===== src/rtl/sector_read_arbiter.sv =====
// Two-port sector read arbiter: latches one-cycle read requests, grants the
// shared back-end reader round-robin, routes the byte stream to the granted
// port and aborts/drains the back end when a per-byte watchdog expires.
module sector_read_arbiter #(
    parameter int unsigned TIMEOUT_CYCLES = 1000000,
    parameter int unsigned SECTOR_BYTES   = 512
) (
    input  logic        clk,
    input  logic        reset_n,
    input  logic [1:0]  rq_req,
    input  logic [31:0] rq0_lba,
    input  logic [31:0] rq1_lba,
    output logic [1:0]  rq_busy,
    output logic [1:0]  rq_done,
    output logic [1:0]  rq_err,
    output logic [1:0]  rq_byte_valid,
    output logic [7:0]  rd_byte,
    output logic        bk_start,
    output logic [31:0] bk_lba,
    output logic        bk_abort,
    input  logic        bk_busy,
    input  logic        bk_done,
    input  logic        bk_err,
    input  logic        bk_byte_valid,
    input  logic [7:0]  bk_byte,
    output logic        ovf_sticky
);

    localparam int unsigned WD_W  = $clog2(TIMEOUT_CYCLES);
    localparam int unsigned CNT_W = 10;
    localparam logic [WD_W-1:0]  WD_LAST = WD_W'(TIMEOUT_CYCLES - 2);
    localparam logic [CNT_W-1:0] CNT_MAX = '1;

    typedef enum logic [2:0] {IDLE, ISSUE, WAIT, DRAIN, FINISH} state_t;

    state_t           state, state_n;
    logic             gnt, gnt_n;
    logic             last, last_n;
    logic [1:0]       pending, pending_n;
    logic [1:0]       active, active_n;
    logic [1:0]       take, accept;
    logic [31:0]      lba0, lba1;
    logic [CNT_W-1:0] cnt, cnt_n, cnt_eff;
    logic [WD_W-1:0]  wd, wd_n;
    logic             g_pick;
    logic [1:0]       busy_n, done_n, err_n, bv_n;
    logic [7:0]       rd_byte_n;
    logic             start_n, abort_n, ovf_n;
    logic [31:0]      lba_n;

    function automatic logic [1:0] port_mask(input logic p);
        return p ? 2'b10 : 2'b01;
    endfunction

    // State register
    always_ff @(posedge clk or negedge reset_n) begin
        if (!reset_n) state <= IDLE;
        else          state <= state_n;
    end

    // Next-state, grant, counters and next values of the registered outputs
    always_comb begin
        state_n   = state;
        gnt_n     = gnt;
        last_n    = last;
        active_n  = active;
        lba_n     = bk_lba;
        cnt_n     = cnt;
        cnt_eff   = cnt;
        wd_n      = wd;
        start_n   = 1'b0;
        abort_n   = 1'b0;
        done_n    = 2'b00;
        err_n     = 2'b00;
        bv_n      = 2'b00;
        rd_byte_n = rd_byte;
        take      = 2'b00;
        // Both pending: serve the port that was not served last
        g_pick    = (&pending) ? ~last : pending[1];

        case (state)
            IDLE: begin
                if (|pending) begin
                    gnt_n    = g_pick;
                    take     = port_mask(g_pick);
                    active_n = active | port_mask(g_pick);
                    lba_n    = g_pick ? lba1 : lba0;
                    start_n  = 1'b1;
                    state_n  = ISSUE;
                end
            end
            ISSUE: begin
                cnt_n   = '0;
                wd_n    = '0;
                state_n = WAIT;
            end
            WAIT: begin
                if (bk_byte_valid) begin
                    bv_n      = port_mask(gnt);
                    rd_byte_n = bk_byte;
                    cnt_eff   = (cnt == CNT_MAX) ? cnt : cnt + CNT_W'(1);
                    wd_n      = '0;
                end
                cnt_n = cnt_eff;
                // Active is released on entry to FINISH so busy falls with done
                if (bk_done) begin
                    done_n   = port_mask(gnt);
                    err_n    = (bk_err || (32'(cnt_eff) != SECTOR_BYTES)) ? port_mask(gnt) : 2'b00;
                    active_n = active & ~port_mask(gnt);
                    last_n   = gnt;
                    state_n  = FINISH;
                end else if (!bk_byte_valid) begin
                    if (wd == WD_LAST) begin
                        abort_n = 1'b1;
                        state_n = DRAIN;
                    end else begin
                        wd_n = wd + WD_W'(1);
                    end
                end
            end
            DRAIN: begin
                if (!bk_busy) begin
                    done_n   = port_mask(gnt);
                    err_n    = port_mask(gnt);
                    active_n = active & ~port_mask(gnt);
                    last_n   = gnt;
                    state_n  = FINISH;
                end
            end
            FINISH: state_n = IDLE;
            default: state_n = IDLE;
        endcase

        accept    = rq_req & ~pending & ~active;
        pending_n = (pending & ~take) | accept;
        ovf_n     = ovf_sticky | (|(rq_req & (pending | active)));
        busy_n    = pending_n | active_n;
    end

    // Datapath registers and registered outputs
    always_ff @(posedge clk or negedge reset_n) begin
        if (!reset_n) begin
            gnt           <= 1'b0;
            last          <= 1'b1;
            pending       <= 2'b00;
            active        <= 2'b00;
            lba0          <= '0;
            lba1          <= '0;
            cnt           <= '0;
            wd            <= '0;
            rq_busy       <= 2'b00;
            rq_done       <= 2'b00;
            rq_err        <= 2'b00;
            rq_byte_valid <= 2'b00;
            rd_byte       <= '0;
            bk_start      <= 1'b0;
            bk_lba        <= '0;
            bk_abort      <= 1'b0;
            ovf_sticky    <= 1'b0;
        end else begin
            gnt           <= gnt_n;
            last          <= last_n;
            pending       <= pending_n;
            active        <= active_n;
            if (accept[0]) lba0 <= rq0_lba;
            if (accept[1]) lba1 <= rq1_lba;
            cnt           <= cnt_n;
            wd            <= wd_n;
            rq_busy       <= busy_n;
            rq_done       <= done_n;
            rq_err        <= err_n;
            rq_byte_valid <= bv_n;
            rd_byte       <= rd_byte_n;
            bk_start      <= start_n;
            bk_lba        <= lba_n;
            bk_abort      <= abort_n;
            ovf_sticky    <= ovf_n;
        end
    end

endmodule


===== config.mk =====
export PLATFORM = sky130hd
export DESIGN_NAME = sector_read_arbiter
export DESIGN_NICKNAME = d
export VERILOG_FILES = /design/src/rtl/sector_read_arbiter.sv
export SDC_FILE = /design/constraint.sdc
export NUM_CORES = 1
export LEC_CHECK = 0
export ABC_AREA = 1
export CAP_MARGIN = 10
export CORE_AREA = 2 2 139 141
export DETAILED_ROUTE_END_ITERATION = 7
export DIE_AREA = 0 0 141 143
export GPL_TIMING_DRIVEN = 0
export PLACE_DENSITY_LB_ADDON = 0.25
export SYNTH_ARGS = -nofsm -noshare
export SYNTH_HDL_FRONTEND = slang
export SYNTH_SLANG_ARGS = --single-unit

===== constraint.sdc =====
create_clock -name clk -period 3.4 [get_ports clk]
set_input_delay 0.68 -clock clk [delete_from_list [all_inputs] [get_ports clk]]
set_output_delay 0.68 -clock clk [all_outputs]
set_load 0.005 [all_outputs]

==> reports/summary.json <==
{
  "status": {"value": "finished clean"},
  "synth_adder_area_share": {"value": 0.5236, "unit": "%"},
  "power.total": {"value": 8.221, "unit": "mW"},
  "timing.critical_path.required": {"value": 3.72, "unit": "ns"},
  "synth_compound_gate_area_share": {"value": 10.87, "unit": "%"},
  "die_outline_area": {"value": 20160, "unit": "um^2"},
  "fin_skew": {"value": 0.01095, "unit": "ns"},
  "most-common-layout-cells": {"value": "155 x sky130_fd_sc_hd__nand2_1, 153 x sky130_fd_sc_hd__dfrtp_1, 129 x sky130_fd_sc_hd__clkdlybuf4s50_1"},
  "report.final.setup_viol": {"value": 0},
  "mapped_avg_cell_area": {"value": 8.732, "unit": "um^2"},
  "postPlaceCellArea": {"value": 8796, "unit": "um^2"},
  "timing.critical_path.from_type": {"value": "input port"},
  "num_io_pins": {"value": 131},
  "netlist_area": {"value": 7169, "unit": "um^2"},
  "drtAntennaViolNets": {"value": 0},
  "grt_overflow_total": {"value": 0},
  "cp-end-kind": {"value": "flip-flop"},
  "max-vdd-ir-drop": {"value": 455.4, "unit": "uV"},
  "clock_tree.buffer_depth": {"value": 2},
  "power_leakage": {"value": 4.155, "unit": "nW"},
  "drcViolationCount": {"value": 0},
  "relSlewSlack": {"value": 59.58, "unit": "%"},
  "row_count": {"value": 50},
  "hold_viol": {"value": 0},
  "synthToLayoutAreaGrowth": {"value": 31.22, "unit": "%"},
  "cts_max_level": {"value": 4},
  "number_of_antenna_violations_at_the_first_check_in_global_routing": {"value": 0},
  "yosysUniqueCellTypes": {"value": 38},
  "drt_first_pass_iters": {"value": 5},
  "clk_latency": {"value": 0.42, "unit": "ns"},
  "rsz0062_at_grt": {"value": "false"},
  "layout_cells_sized_above_1": {"value": 10.87, "unit": "%"},
  "die_x": {"value": 141, "unit": "um"},
  "number_of_vias_in_the_routed_layout": {"value": 6094},
  "main_combinational_cell_family_by_area_after_synthesis": {"value": "simple AND/OR/NAND/NOR gates"},
  "fin_crit": {"value": 2.133, "unit": "ns"},
  "detail_route.vias_per_cell": {"value": 5.003},
  "post_synth_xor_area_fraction": {"value": 0.8551, "unit": "%"},
  "globalRouteTotalUtil": {"value": 19.11, "unit": "%"},
  "finalInstanceArea": {"value": 9408, "unit": "um^2"},
  "final_core_util": {"value": 50.63, "unit": "%"},
  "dpl.hpwl": {"value": 13060, "unit": "um"},
  "final.period_utilization": {"value": 62.74, "unit": "%"},
  "synth-simple-area-share": {"value": 20.66, "unit": "%"},
  "post_synth_mux_area_share": {"value": 7.382, "unit": "%"},
  "sequential_to_total_area_share_from_yosys_stat": {"value": 53.77, "unit": "%"},
  "globalplace.congestion": {"value": 0.8929},
  "grt_start_max_net_pins": {"value": 83},
  "layout_commonest_cell": {"value": "sky130_fd_sc_hd__nand2_1"},
  "cts.clk_slew.worst_paths": {"value": 0.07, "unit": "ns"},
  "finish.net_count": {"value": 1054},
  "cts_buffers": {"value": 17},
  "number_of_nets_produced_by_synthesis": {"value": 904},
  "grt_pass1_wl": {"value": 30260, "unit": "um"},
  "postCtsResizedCells": {"value": 0},
  "port_buffers": {"value": 130},
  "holdCritPathClass": {"value": "input port to asynchronous set/reset pin"},
  "ys_seq_elements": {"value": 154},
  "antenna_cells": {"value": 0},
  "cts_sinks": {"value": 154},
  "fmax": {"value": 468.8, "unit": "MHz"},
  "layout.cells.non_filler": {"value": 1218},
  "worst-endpoint-arrival": {"value": 2.46, "unit": "ns"},
  "timing.final.max_slew_violations": {"value": 0},
  "detail_route.wirelength": {"value": 18470, "unit": "um"},
  "timing_worst_slew_pin_value": {"value": 0.6040, "unit": "ns"},
  "number_of_global_route_vias_before_repair": {"value": 5842},
  "cts_tree": {"value": "built"},
  "ctsRootBufferMaster": {"value": "sky130_fd_sc_hd__clkbuf_16"},
  "total_power_divided_by_cell_area": {"value": 873.8, "unit": "nW/um^2"},
  "initial_core_util": {"value": 38.59, "unit": "%"},
  "synth_cells": {"value": 821},
  "maxCapViolCount": {"value": 0},
  "die_height": {"value": 143, "unit": "um"},
  "detail_route.wl_per_cell": {"value": 15.17, "unit": "um"},
  "placedCellCount": {"value": 1186},
  "number_of_drc_markers_in_iteration_0": {"value": 310},
  "cts_setup_buffers": {"value": 0},
  "timing_worst_setup_path_type": {"value": "input port to flip-flop"},
  "floorplan.core_area": {"value": 18580, "unit": "um^2"},
  "cts_hold_repair_buffers": {"value": 0},
  "synthesis.yosys.warnings": {"value": 0},
  "critical_path_peak_fanout": {"value": 10}
}
## final cells by class
cell class                      instances  area [um^2]
Multi-Input combinational cell        557         2889
Sequential cell                       154         3855
Buffer                                 33        136.4
Fill cell                            1765         9173
Timing Repair Buffer                  131         1334
Clock inverter                         15        186.4
Inverter                               77        289.0
Clock buffer                           17        425.4
Tap cell                              234        292.8
## Yosys cell counts
| master | instances | share of area [%] |
|---|---|---|
| sky130_fd_sc_hd__nand3b_1 | 3 | 0.31 |
| sky130_fd_sc_hd__nor2_1 | 108 | 5.7 |
| sky130_fd_sc_hd__ha_1 | 3 | 0.52 |
| sky130_fd_sc_hd__o21ai_1 | 6 | 0.42 |
| sky130_fd_sc_hd__buf_2 | 6 | 0.42 |
| sky130_fd_sc_hd__inv_2 | 3 | 0.16 |
| sky130_fd_sc_hd__o21ai_0 | 103 | 7.2 |
| sky130_fd_sc_hd__clkinv_1 | 1 | 0.052 |
| sky130_fd_sc_hd__buf_4 | 1 | 0.10 |
| sky130_fd_sc_hd__nand2_4 | 1 | 0.16 |
| sky130_fd_sc_hd__o22ai_1 | 8 | 0.70 |
| sky130_fd_sc_hd__mux2_2 | 47 | 7.4 |
| sky130_fd_sc_hd__nor3_1 | 7 | 0.49 |
| sky130_fd_sc_hd__nor4_1 | 1 | 0.087 |
| sky130_fd_sc_hd__xor2_1 | 6 | 0.73 |
| sky130_fd_sc_hd__nor2_4 | 1 | 0.16 |
| sky130_fd_sc_hd__buf_1 | 1 | 0.052 |
| sky130_fd_sc_hd__clkbuf_1 | 24 | 1.3 |
| sky130_fd_sc_hd__clkbuf_2 | 1 | 0.070 |
| sky130_fd_sc_hd__a21oi_2 | 1 | 0.12 |
| sky130_fd_sc_hd__nor3_2 | 1 | 0.14 |
| sky130_fd_sc_hd__a31oi_1 | 1 | 0.087 |
| sky130_fd_sc_hd__nand3_1 | 47 | 3.3 |
| sky130_fd_sc_hd__o21a_1 | 1 | 0.10 |
| sky130_fd_sc_hd__a2bb2oi_1 | 1 | 0.12 |
| sky130_fd_sc_hd__or2_0 | 1 | 0.087 |
| sky130_fd_sc_hd__nand4_1 | 14 | 1.2 |
| sky130_fd_sc_hd__a21oi_1 | 29 | 2.0 |
| sky130_fd_sc_hd__nor4_2 | 1 | 0.17 |
| sky130_fd_sc_hd__nor2_2 | 5 | 0.44 |
| sky130_fd_sc_hd__dfstp_2 | 1 | 0.37 |
| sky130_fd_sc_hd__xnor2_1 | 1 | 0.12 |
| sky130_fd_sc_hd__or2_2 | 1 | 0.087 |
| sky130_fd_sc_hd__nand2_1 | 155 | 8.1 |
| sky130_fd_sc_hd__o211ai_1 | 1 | 0.10 |
| sky130_fd_sc_hd__inv_1 | 73 | 3.8 |
| sky130_fd_sc_hd__nand2_2 | 3 | 0.26 |
| sky130_fd_sc_hd__dfrtp_1 | 153 | 53 |
## critical path: stages
cell                              delay, ns
sky130_fd_sc_hd__clkdlybuf4s50_1       0.48
sky130_fd_sc_hd__buf_4                 0.17
sky130_fd_sc_hd__clkbuf_1              0.38
sky130_fd_sc_hd__nand3_1               0.12
sky130_fd_sc_hd__nand2_1               0.11
sky130_fd_sc_hd__nand3_1               0.07
sky130_fd_sc_hd__nor2_1                0.21
sky130_fd_sc_hd__nand3_1               0.11
sky130_fd_sc_hd__nand2_1               0.06
sky130_fd_sc_hd__inv_1                 0.04
## path summary, 6_finish.rpt
| path | start | endpoint | slack (ns) | cells after the start |
|---|---|---|---|---|
| max | bk_byte_valid | rq_err[1] | 1.27 | 10 |
| min | reset_n | cnt[7] | 0.22 | 1 |
| max reg2reg | wd[0] | wd[10] | 1.27 | 10 |
| min reg2reg | bk_lba[1] | bk_lba[1] | 0.48 | 2 |
| max in group asynchronous | reset_n | last | 2.37 | 2 |
| min in group clk | bk_lba[1] | bk_lba[1] | 0.48 | 2 |
## stage by stage
stage                     hold slack, ns  setup WS (ns)  setup TNS (ns)
after floorplan                   0.3844          1.704               0
after global placement            0.4542         -4.856         -742.54
after detailed placement          0.4556         0.8238               0
after CTS                         0.2317          1.273               0
after global routing              0.2604          1.066               0
final                             0.2179          1.267               0
## per-layer routing
| layer | track usage [%] | share of wire [%] |
|---|---|---|
| met1 | 26.27 | 45 |
| met2 | 29.70 | 47 |
| met3 | 6.170 | 7.1 |
| met4 | 4.211 | 0.88 |
| met5 | 0 | 0 |
## where the power goes
part | switching, mW | total, mW | internal, mW
clock | 0.838 | 1.95 | 1.11
sequential | 0.536 | 3.21 | 2.67
combinational | 1.66 | 3.06 | 1.40
total | 3.04 | 8.22 | 5.18
## registers in the layout, summed over array words and instances (netlist names)
register	flops
bk_lba	32
lba0	32
lba1	32
wd	20
cnt	10
rd_byte	8
state	3
active	2
pending	2
rq_busy	2
rq_byte_valid	2
rq_done	2
rq_err	2
bk_abort	1
bk_start	1
gnt	1
last	1
ovf_sticky	1
## cell families after synthesis
| kind of cell | after synthesis |
|---|---|
| and+or+nand+nor | 349 |
| DFF | 154 |
| AOI/OAI and AO/OA | 151 |
| buffers and inverters | 110 |
| muxes | 47 |
| xor gates and xnor gates | 7 |
| adders and majority gates | 3 |
Note: power is estimated with default switching activity, not from simulation.
